## config.mk

```make
export PLATFORM = sky130hd
export DESIGN_NAME = microcode_sequencer
export DESIGN_NICKNAME = d
export VERILOG_FILES = /design/src/rtl/microcode_sequencer.sv
export SDC_FILE = /design/constraint.sdc
export NUM_CORES = 1
export LEC_CHECK = 0
export BUFFER_PORTS_ARGS = -buffer_cell sky130_fd_sc_hd__buf_4
export CORE_AREA = 2 2 61 63
export DETAILED_ROUTE_END_ITERATION = 7
export DIE_AREA = 0 0 63 65
export GPL_TIMING_DRIVEN = 1
export PLACE_DENSITY = 0.77
export SLEW_MARGIN = 20
export SYNTH_ARGS = -nofsm -noshare
export SYNTH_HDL_FRONTEND = slang
export SYNTH_SLANG_ARGS = --single-unit
```

## constraint.sdc

```tcl
create_clock -name clk -period 2.55 [get_ports clk]
set_input_delay 0.51 -clock clk [delete_from_list [all_inputs] [get_ports clk]]
set_output_delay 0.51 -clock clk [all_outputs]
set_load 0.02 [all_outputs]
```

## src/rtl/microcode_sequencer.sv

```systemverilog
// Microcode sequencer for the 6502 core: dispatches an opcode into a registered-read
// microcode ROM and steps through CONT/BRANCH/JUMP/END microwords with stall, flush and a watchdog.
module microcode_sequencer #(
    parameter int WORD_SIZE = 16,
    parameter int ADDR_W    = 10,
    parameter int OPCODE_W  = 8,
    parameter int MAX_STEPS = 64
) (
    input  logic                  clk,
    input  logic                  rst_n,
    input  logic [OPCODE_W-1:0]   opcode_in,
    input  logic                  opcode_valid,
    output logic                  opcode_ready,
    input  logic [3:0]            cond_flags,
    input  logic                  stall,
    input  logic                  flush,
    output logic [ADDR_W-1:0]     rom_addr,
    input  logic [WORD_SIZE-1:0]  rom_word,
    output logic [WORD_SIZE-3:0]  ctrl_out,
    output logic                  ctrl_valid,
    output logic                  done,
    output logic                  fault
);

    localparam int STEP_W = (MAX_STEPS > 1) ? $clog2(MAX_STEPS) : 1;

    localparam logic [1:0] OP_CONT   = 2'b00;
    localparam logic [1:0] OP_BRANCH = 2'b01;
    localparam logic [1:0] OP_END    = 2'b10;
    localparam logic [1:0] OP_JUMP   = 2'b11;

    typedef enum logic {S_IDLE, S_EXEC} state_t;

    state_t              state_q, state_d;
    logic [ADDR_W-1:0]   upc_q, upc_d;
    logic [STEP_W-1:0]   step_q, step_d;
    logic                fault_q, fault_d;

    logic [1:0]          seq_op;
    logic [1:0]          cond_sel;
    logic [ADDR_W-1:0]   target;
    logic [ADDR_W-1:0]   entry;
    logic [ADDR_W-1:0]   upc_inc;
    logic [ADDR_W-1:0]   next_pc;
    logic                last_step;

    assign seq_op    = rom_word[WORD_SIZE-1 -: 2];
    assign cond_sel  = rom_word[WORD_SIZE-3 -: 2];
    assign target    = rom_word[ADDR_W-1:0];
    // Shift form keeps ADDR_W == OPCODE_W legal (no zero-width replication).
    assign entry     = ADDR_W'(opcode_in) << (ADDR_W - OPCODE_W);
    assign upc_inc   = upc_q + ADDR_W'(1);
    assign last_step = (step_q == STEP_W'(MAX_STEPS - 1));

    assign ctrl_out  = rom_word[WORD_SIZE-3:0];
    assign fault     = fault_q;

    always_comb begin
        next_pc = upc_inc;
        case (seq_op)
            OP_BRANCH: next_pc = cond_flags[cond_sel] ? target : upc_inc;
            OP_JUMP:   next_pc = target;
            default:   next_pc = upc_inc;
        endcase
    end

    always_comb begin
        state_d      = state_q;
        upc_d        = upc_q;
        step_d       = step_q;
        fault_d      = fault_q;
        opcode_ready = 1'b0;
        ctrl_valid   = 1'b0;
        done         = 1'b0;
        rom_addr     = upc_q;

        case (state_q)
            S_IDLE: begin
                opcode_ready = 1'b1;
                rom_addr     = entry;
                if (opcode_valid) begin
                    state_d = S_EXEC;
                    upc_d   = entry;
                    step_d  = '0;
                end
            end
            S_EXEC: begin
                if (stall) begin
                    // Re-present upc so the ROM keeps returning the same word.
                    rom_addr = upc_q;
                end else if (seq_op == OP_END) begin
                    ctrl_valid = 1'b1;
                    done       = 1'b1;
                    rom_addr   = upc_q;
                    state_d    = S_IDLE;
                end else begin
                    rom_addr = next_pc;
                    upc_d    = next_pc;
                    if (last_step) begin
                        fault_d = 1'b1;
                        state_d = S_IDLE;
                        step_d  = '0;
                    end else begin
                        ctrl_valid = (seq_op == OP_CONT);
                        step_d     = step_q + STEP_W'(1);
                    end
                end
            end
            default: state_d = S_IDLE;
        endcase

        if (flush) begin
            state_d    = S_IDLE;
            upc_d      = '0;
            step_d     = '0;
            fault_d    = 1'b0;
            ctrl_valid = 1'b0;
            done       = 1'b0;
        end
    end

    always_ff @(posedge clk or negedge rst_n) begin
        if (!rst_n) begin
            state_q <= S_IDLE;
            upc_q   <= '0;
            step_q  <= '0;
            fault_q <= 1'b0;
        end else begin
            state_q <= state_d;
            upc_q   <= upc_d;
            step_q  <= step_d;
            fault_q <= fault_d;
        end
    end

endmodule
```

==> reports/results.ini <==
[routing]
viasPerCell=5.637
ant_nets=0
vias=1787
finalWirelength_mm=4.792
drc=0
dr_wl_met3_um=218
routedWlPerCell_um=15.12
drt_first_iter_violations=85
firstDrtPassIters=4
met2_length_mm=2.337
met1_length_mm=2.139
top_layer_used=met4

[critical_path]
cp.arrival_ns=2.10
critPathCaptureType=primary output
required_ns=2.04
r2r_cells=9
cp-start-kind=flip-flop
crit_fanout=2
crit_type=flip-flop to primary output

[grt]
grt_pass1_vias=1683
grt_max_degree=20
grt_pass1_wl_mm=7.645
grt_overflow=0
antenna_found_initial=0
grtUsageTotal_pct=23.00

[status]
status=complete, but fails checks
violations=setup timing

[synth]
synth_area_mm2=0.001602
avgSynthCellArea_um2=7.889
synth.distinct_cells=48
synthArstFlopShare_pct=100.0
syn_inst=203
yosys_warnings=0
synth-edff-count=0
ys_top_cells_by_area=dfrtp_1 (28%), mux2i_1 (6.9%), buf_4 (6.6%), nor2_1 (6.6%), o21ai_0 (4.1%)
yosysSeqAreaShare_pct=28.13
synthFlopType=dfrtp_1
synth_seq_cells=18
synth_top_area_share_pct=28.13
syn_nets=238
synth_top_area_cell=dfrtp_1

[worst_hold_path]
hp-class=primary input to async pin

[floorplan]
die_width_um=63
die_h_um=65
start_util_pct=45.81
ioPinCount=61
die_area_mm2=0.004095
rows=22
core-area_mm2=0.003496

[timing]
skew_ns=0.004351
rsz0062_at_grt=yes
slew_headroom_pct=70.24
slew_viol_final=0
timing.fmax_mhz=383.5
period_share_pct=102.2
setup_viol=2
final.setup.worst_slack_ns=-0.05724
finalHoldViolations=0
worst_slew_pin_slew_ns=0.4395
layout_min_cycle_time_ns=2.607

[final_layout]
nNetsFinal=305
register_area_um2=450.4
stdcell_count=317
nFillCells=303
fin_util_pct=66.57
area_growth_pct=45.31
antenna_cells=0
drive_gt1_share_pct=43.87
final_cell_area_mm2=0.002327
multiInputGateArea_mm2=0.001067

[clock_network]
cts-root-buf=clkbuf_4
clk_latency_ns=0.31
cts_buffer_depth=2
ctsHtreeMaxLevel=1
tritoncts=yes
clkTransAtPathRegs_ns=0.11
cts.sinks=18
cts_made_buffers=3

[power]
ir_drop_v=0.0002399
clock_power_share_pct=21.4
internal_power_uw=565.6
swShare_pct=35.42
switchingPower_uw=310.3
cellLeakagePower_uw=0.001088
p_per_area_mw_per_mm2=376.4
combPwrFrac_pct=42.2
power_frac_seq_pct=36.4

[place]
port_buffers=56
place_ws_ns=-0.1396
gp_congestion=0.8445
post-place-cells=302
dp.final_hpwl_mm=3.190
placed_area_mm2=0.002072

[run]
max-cap-violations=0

-- sequential cells by signal (all words and copies together) (netlist names) --
signal and cells:
upc_q 10, state_q 1, fault 1, step_q 6
-- worst paths after layout --
kind | start | endpoint | slack (ns)
hold reg to reg | step_q[5]$_DFFE_PN0P_ | step_q[5]$_DFFE_PN0P_ | 0.50
setup / recovery | upc_q[1]$_DFFE_PN0P_ | rom_addr[8] | -0.06
hold / removal | rst_n | upc_q[1]$_DFFE_PN0P_ | 0.05
setup reg to reg | upc_q[1]$_DFFE_PN0P_ | upc_q[8]$_DFFE_PN0P_ | 0.47
min in group clk | flush | upc_q[5]$_DFFE_PN0P_ | 0.47
max in group asynchronous | rst_n | upc_q[7]$_DFFE_PN0P_ | 2.30
-- through the flow --
step	setup TNS (ns)	total power, uW	hold WS [ns]
floorplan	0	512.1	0.2144
global placement	-0.1892	633.2	0.3931
detailed placement	-0.3250	638.9	0.3946
CTS	-0.04911	842.7	0.05150
global route	-0.4855	922.5	0.04326
finish	-0.07207	875.9	0.05156
-- layout make-up --
class / instances / share of cell area, %
clock buffer: 4 / 1.559
sequential: 18 / 19.35
multi-input combinational: 150 / 45.86
inverter: 9 / 1.452
timing repair buffer: 88 / 29.19
tap: 48 / 2.581
-- cells by family (layout without fill, tap and decap cells) --
family,after synthesis,in the layout,share of synthesized area [%]
buffers and inverters,35,101,12.66
AND/OR/NAND/NOR,81,81,24.77
adder cells (fa/ha/maj),2,2,1.562
flip-flops,18,18,28.12
multiplexers,13,13,8.281
XOR/XNOR,1,1,0.5470
AO/OA/AOI/OAI,53,53,24.06
-- what timing repair did --
action                                 4_1_cts  5_1_grt
pin swaps                                    5       13
resized for setup                            6       23
setup endpoints to repair                    5       11
buffers inserted                             7        6
gates cloned                                 0        0
endpoints found under the hold margin        0        0
hold buffers                                 0        0
-- placed cells by master (no fill, tap or decap), types with 2 or more instances in the layout --
master    instances
a211oi_1          4
buf_4            84
o31a_1            3
or2b_1            2
o21ai_0          13
buf_6             3
nand2_1          14
a21o_1            2
clkbuf_4          3
mux2i_1           9
or2_2             2
dfrtp_1          18
nor3_1            7
nor2b_1           4
inv_1             8
o31ai_1           3
nand2b_1          3
nor2_1           27
a21oi_1           7
and3_1            4
a31oi_1           3
nand3_1           3
o211ai_1          3
o41ai_1           2
nor3_2            2
-- critical path, stage by stage (launching register included) --
cell and delay, ns:
dfrtp_1 0.39, ha_2 0.21, nand3_2 0.09, o31a_1 0.26
or3_4 0.34, a211oi_4 0.27, nor3_2 0.06, buf_4 0.16
-- power groups by stage --
| stage | clock network, uW | logic [uW] | registers, uW |
|---|---|---|---|
| 2_1_floorplan | 0 | 192 | 320 |
| 3_3_place_gp | 0 | 312 | 322 |
| 3_5_place_dp | 0 | 317 | 322 |
| 4_1_cts | 192 | 334 | 317 |
| 5_1_grt | 205 | 397 | 321 |
| 6_report | 188 | 370 | 318 |
-- synth_stat cells (all sizes together) (2+ instances only) --
cell,count
nor2b,6
or2b,2
mux2,2
nor4,2
o41ai,2
a211oi,6
o211ai,3
nor2,28
nand2b,3
nand2,14
clkbuf,8
ha,2
a21o,2
inv,8
a221oi,2
dfrtp,18
a21oi,8
nor3,9
and3,4
nand3,4
or2,2
buf,18
or3,2
a31oi,3
o31a,3
o31ai,3
mux2i,11
a311oi,2
o21ai,13
-- routing by layer --
| metal | GRT usage [%] | vias to the layer above |
|---|---|---|
| met5 | 0 | - |
| met4 | 8.333 | 0 |
| met3 | 2.778 | 8 |
| met2 | 38.03 | 66 |
| met1 | 30.88 | 860 |
| li1 | - | 853 |
Note: power is estimated with default switching activity, not from simulation.
